`src/rtl/alu_seq.sv`:
```
// Multi-word sequencer in front of the 16-bit combinational alu: one word per cycle, LSB first,
// with carry chained between words, result/status combining and the architectural flags register.
module alu_seq #(
    parameter int MAX_WORDS = 4
) (
    input  logic                      clk,
    input  logic                      rst_n,
    input  logic                      in_valid,
    output logic                      in_ready,
    input  logic [16*MAX_WORDS-1:0]   in_a,
    input  logic [16*MAX_WORDS-1:0]   in_b,
    input  logic [4:0]                in_f,
    input  logic                      in_cin,
    input  logic                      in_cin_sel,
    input  logic [1:0]                in_len,
    output logic [15:0]               alu_a,
    output logic [15:0]               alu_b,
    output logic [4:0]                alu_f,
    output logic                      alu_cin,
    input  logic [15:0]               alu_result,
    input  logic [5:0]                alu_status,
    output logic                      out_valid,
    input  logic                      out_ready,
    output logic [16*MAX_WORDS-1:0]   out_result,
    output logic [5:0]                out_status,
    output logic [5:0]                flags
);

    localparam int DW = 16 * MAX_WORDS;

    localparam logic [1:0] S_IDLE = 2'd0;
    localparam logic [1:0] S_EXEC = 2'd1;
    localparam logic [1:0] S_DONE = 2'd2;

    logic [1:0]    state_r;
    logic [DW-1:0] a_r;
    logic [DW-1:0] b_r;
    logic [4:0]    f_r;
    logic [1:0]    len_r;
    logic [1:0]    idx_r;
    logic          cin0_r;
    logic          carry_r;
    logic          zacc_r;
    logic [DW-1:0] out_result_r;
    logic [5:0]    out_status_r;
    logic [5:0]    flags_r;

    logic          exec_s;
    logic [5:0]    word_lsb_s;
    logic [15:0]   word_a_s;
    logic [15:0]   word_b_s;
    logic          last_word_s;

    assign exec_s      = (state_r == S_EXEC);
    assign word_lsb_s  = {idx_r, 4'b0000};
    assign last_word_s = (idx_r == len_r);

    // Select the latched operand words addressed by idx.
    always_comb begin
        word_a_s = a_r[word_lsb_s +: 16];
        word_b_s = b_r[word_lsb_s +: 16];
    end

    // Drive the alu only while executing; word 0 takes cin0, later words take the chained carry.
    always_comb begin
        alu_a   = 16'd0;
        alu_b   = 16'd0;
        alu_f   = 5'd0;
        alu_cin = 1'b0;
        if (exec_s) begin
            alu_a   = word_a_s;
            alu_b   = word_b_s;
            alu_f   = f_r;
            alu_cin = (idx_r == 2'd0) ? cin0_r : carry_r;
        end else begin
            alu_a   = 16'd0;
            alu_b   = 16'd0;
            alu_f   = 5'd0;
            alu_cin = 1'b0;
        end
    end

    // Sequencer state, per-word capture, status combining and flags update.
    always_ff @(posedge clk or negedge rst_n) begin
        if (!rst_n) begin
            state_r      <= S_IDLE;
            a_r          <= '0;
            b_r          <= '0;
            f_r          <= 5'd0;
            len_r        <= 2'd0;
            idx_r        <= 2'd0;
            cin0_r       <= 1'b0;
            carry_r      <= 1'b0;
            zacc_r       <= 1'b0;
            out_result_r <= '0;
            out_status_r <= 6'd0;
            flags_r      <= 6'd0;
        end else begin
            case (state_r)
                S_IDLE: begin
                    if (in_valid) begin
                        a_r          <= in_a;
                        b_r          <= in_b;
                        f_r          <= in_f;
                        len_r        <= in_len;
                        cin0_r       <= in_cin_sel ? flags_r[5] : in_cin;
                        idx_r        <= 2'd0;
                        out_result_r <= '0;
                        zacc_r       <= 1'b1;
                        state_r      <= S_EXEC;
                    end
                end
                S_EXEC: begin
                    out_result_r[word_lsb_s +: 16] <= alu_result;
                    carry_r <= alu_status[5];
                    zacc_r  <= zacc_r & alu_status[4];
                    // Whole-result ZF needs every word zero, not just the last one.
                    if (last_word_s) begin
                        out_status_r <= {alu_status[5], zacc_r & alu_status[4], alu_status[3:0]};
                        state_r      <= S_DONE;
                    end else begin
                        idx_r <= idx_r + 2'd1;
                    end
                end
                S_DONE: begin
                    if (out_ready) begin
                        flags_r <= out_status_r;
                        state_r <= S_IDLE;
                    end
                end
                default: begin
                    state_r <= S_IDLE;
                end
            endcase
        end
    end

    assign in_ready   = (state_r == S_IDLE);
    assign out_valid  = (state_r == S_DONE);
    assign out_result = out_result_r;
    assign out_status = out_status_r;
    assign flags      = flags_r;

endmodule

```
`config.mk`:
```
export PLATFORM = sky130hd
export DESIGN_NAME = alu_seq
export DESIGN_NICKNAME = d
export VERILOG_FILES = /design/src/rtl/alu_seq.sv
export SDC_FILE = /design/constraint.sdc
export NUM_CORES = 1
export LEC_CHECK = 0
export CAP_MARGIN = 20
export CORE_UTILIZATION = 40
export DETAILED_ROUTE_END_ITERATION = 16
export PLACE_DENSITY_LB_ADDON = 0.2
export SLEW_MARGIN = 10
export SYNTH_ARGS = -nofsm -noshare
export SYNTH_HDL_FRONTEND = slang
export SYNTH_SLANG_ARGS = --single-unit
```
`constraint.sdc`:
```
create_clock -name clk -period 2.26 [get_ports clk]
set_input_delay 0.339 -clock clk [delete_from_list [all_inputs] [get_ports clk]]
set_output_delay 0.339 -clock clk [all_outputs]
set_load 0.02 [all_outputs]
```
==> results.tsv <==
stage	metric	value	unit
placement	dpl.cell_count	1452	
cts	tritoncts	done	
synthesis	syn_inst	881	
sta	setup_slack	-0.0770	ns
worst_setup_path	cp_max_fo	5	
sta	hold_viol	0	
worst_setup_path	cp.required	1.92	ns
synthesis	syn_area_per_cell	10.6	um^2
global_route	globalRouteOverflowTotal	0	
routing	drc	0	
sta	period_minus_slack	2.34	ns
synthesis	syn-num-nets	1049	
outcome	violations	setup timing	
power_and_ir_drop	power_leakage	0.00661	uW
global_route	grtUsageTotal	22.3	%
placement	place_congestion	0.771	
synthesis	synth_cell_types	37	
sta	final-setup-viol-count	23	
routing	num_vias	7278	
cts	cts_max_path_buffers	3	
cts	clock_latency	0.51	ns
global_route	antenna_found_initial	0	
synthesis	synth_area	9350	um^2
power_and_ir_drop	power.total	18700	uW
synthesis	async_flop_share	100	%
worst_setup_path	cp.arrival	2.00	ns
cts	cts-buffers-inserted	25	
floorplan	die_h	155	um
floorplan	start_util	41.0	%
floorplan	fp-row-count	55	
cts	clk_pin_slew	0.06	ns
floorplan	pin_count	279	
cells_and_area	multiInputGateArea	3710	um^2
floorplan	dieArea	24000	um^2
power_and_ir_drop	power.density	1360	nW/um^2
min_path	hp-class	in2reg	
flow_run	cap_violations	0	
cells_and_area	syn2layout_area_growth	47.2	%
synthesis	yosysSeqAreaShare	58.4	%
placement	io_buffers	278	
cts	cts.sinks	218	
synthesis	synth_top_area_cell	dfrtp_1	
outcome	status	finished, violations left	
floorplan	die_w	155	um
synthesis	synth_top_cells_by_count	nand2_1, dfrtp_1, a22o_1	
routing	drt_iter0_drc	274	
sta	tightest_slew	0.657	ns
global_route	grt_pass1_wl	42.0	mm
worst_setup_path	crit_path_start_kind	flip-flop	
routing	routed_wl	25.9	mm
cells_and_area	regArea	5460	um^2
cells_and_area	antennaDiodeCount	0	
global_route	grt_pass1_vias	7696	
sta	final_max_slew_viol_count	0	
cells_and_area	nets	1342	
worst_setup_path	cp-end-kind	output port	
synthesis	synth-edff-count	0	
synthesis	synthTopCellsByArea	dfrtp_1, nand2_1, mux4_2	
synthesis	yosys_warnings	0	
placement	place_hpwl	17.4	mm
routing	viasPerCell	4.84	
synthesis	netlist.area_leader.share	58.4	%
cells_and_area	drive_gt1_share	16.4	%
cells_and_area	fillers	1895	
sta	fin_tns_setup	-1.05	ns
routing	final_antenna_net_count	0	
sta	max_freq	428	MHz
worst_setup_path	critPathKind	reg2out	
sta	clock_skew	0.0110	ns
global_route	grt_max_degree	89	
synthesis	yosysMostFrequentCell	nand2_1	
synthesis	synth_ff_type	dfrtp_1	
sta	maxSlewHeadroom	56.2	%
power_and_ir_drop	vdd_drop_max	0.848	mV
cells_and_area	stdcell_count	1505	
synthesis	ys_ff_latch	218	
floorplan	coreArea	22800	um^2
sta	rsz0062_at_grt	yes	
sta	holdWs	0.352	ns
routing	drt_first_pass_iters	4	
cts	cts-root-buf	clkbuf_16	
sta	finalCritPeriodShare	103	%
cts	ctsHtreeMaxLevel	1	
routing	wl_per_cell	17.2	um
final timing paths:
kind | from | to | slack, ns | depth (start not counted)
worst max-delay path | idx_r[0]$_DFFE_PN0P_ | alu_a[8] | -0.08 | 5
worst min-delay path | in_b[8] | b_r[8]$_DFFE_PN0P_ | 0.35 | 3
worst max register to register | idx_r[0]$_DFFE_PN0P_ | out_result[39]$_DFFE_PN0P_ | 0.11 | 8
worst min register to register | f_r[3]$_DFFE_PN0P_ | f_r[3]$_DFFE_PN0P_ | 0.46 | 2
max in group asynchronous | rst_n | a_r[56]$_DFFE_PN0P_ | 1.23 | 3
min in group asynchronous | rst_n | b_r[7]$_DFFE_PN0P_ | 0.36 | 2
report_power, final:
group          switching [uW]  internal (uW)  leakage, uW
clock network            1540           2510     0.000411
registers                 885           5460      0.00279
logic                    4140           4210      0.00341
through the flow:
step	instance area (um^2)	worst slack [ns]	utilization, %
after detailed placement	12700	0.0377	55.7
after floorplan	9350	0.136	-
after global placement	12700	0.0503	55.7
after CTS	13700	-0.153	60.2
after global routing	13800	-0.132	60.4
final	13800	-0.0770	60.4
critical path, cell delays in order (launching register included):
cell,delay (ns)
dfrtp_2,0.42
buf_6,0.15
buf_16,0.13
mux4_2,0.49
and2_1,0.16
buf_2,0.15
layout make-up:
| type | instances | share of cell area, % |
|---|---|---|
| clock inverters | 10 | 0.955 |
| flip-flops and latches | 218 | 39.7 |
| well taps | 313 | 2.85 |
| repair buffers | 319 | 24.3 |
| multi-input cells | 605 | 26.9 |
| inverters | 5 | 0.173 |
| clock buffers | 35 | 5.11 |
sequential cells by signal, indices dropped and copies added, names as in the netlist, 2 cells and up:
signal and count:
a_r 64, b_r 64, f_r 5, flags 6, idx_r 2, len_r 2
out_result 64, out_status 6, state_r 2
layout by cell type (no fill, tap or decap), drive strengths merged, types with 4 or more instances in the layout:
cell,n
a21o,6
a22o,64
and2,37
buf,74
clkbuf,35
clkdlybuf4s15,4
clkdlybuf4s50,238
clkinv,5
dfrtp,218
ha,5
inv,6
mux2,11
mux4,32
nand2,417
cells by family (layout without fill, tap and decap cells):
logic type	Yosys count	after routing	synth area share, %
adders and majority gates	5	5	0.669
buffers and inverters	58	369	3.00
and+or+nand+nor	475	475	21.4
AOI/OAI and AO/OA	77	77	6.97
muxes	46	46	9.36
xor gates and xnor gates	2	2	0.268
DFF	218	218	58.4
metal layers:
layer	global-route usage, %	wire length [um]	vias to the layer above
met4	4.29	382	0
met5	0	0	-
met3	5.43	1750	25
met2	37.4	12400	226
li1	-	-	3483
met1	29.4	11300	3544
what timing repair did:
item,in CTS,in global routing
endpoints found under the hold margin,54,0
gates resized for setup,215,35
pin swaps,11,16
buffers inserted,6,0
setup endpoints to repair,39,34
hold buffers,1,0
gates cloned,3,0
Power figures use the tool's default switching activity.
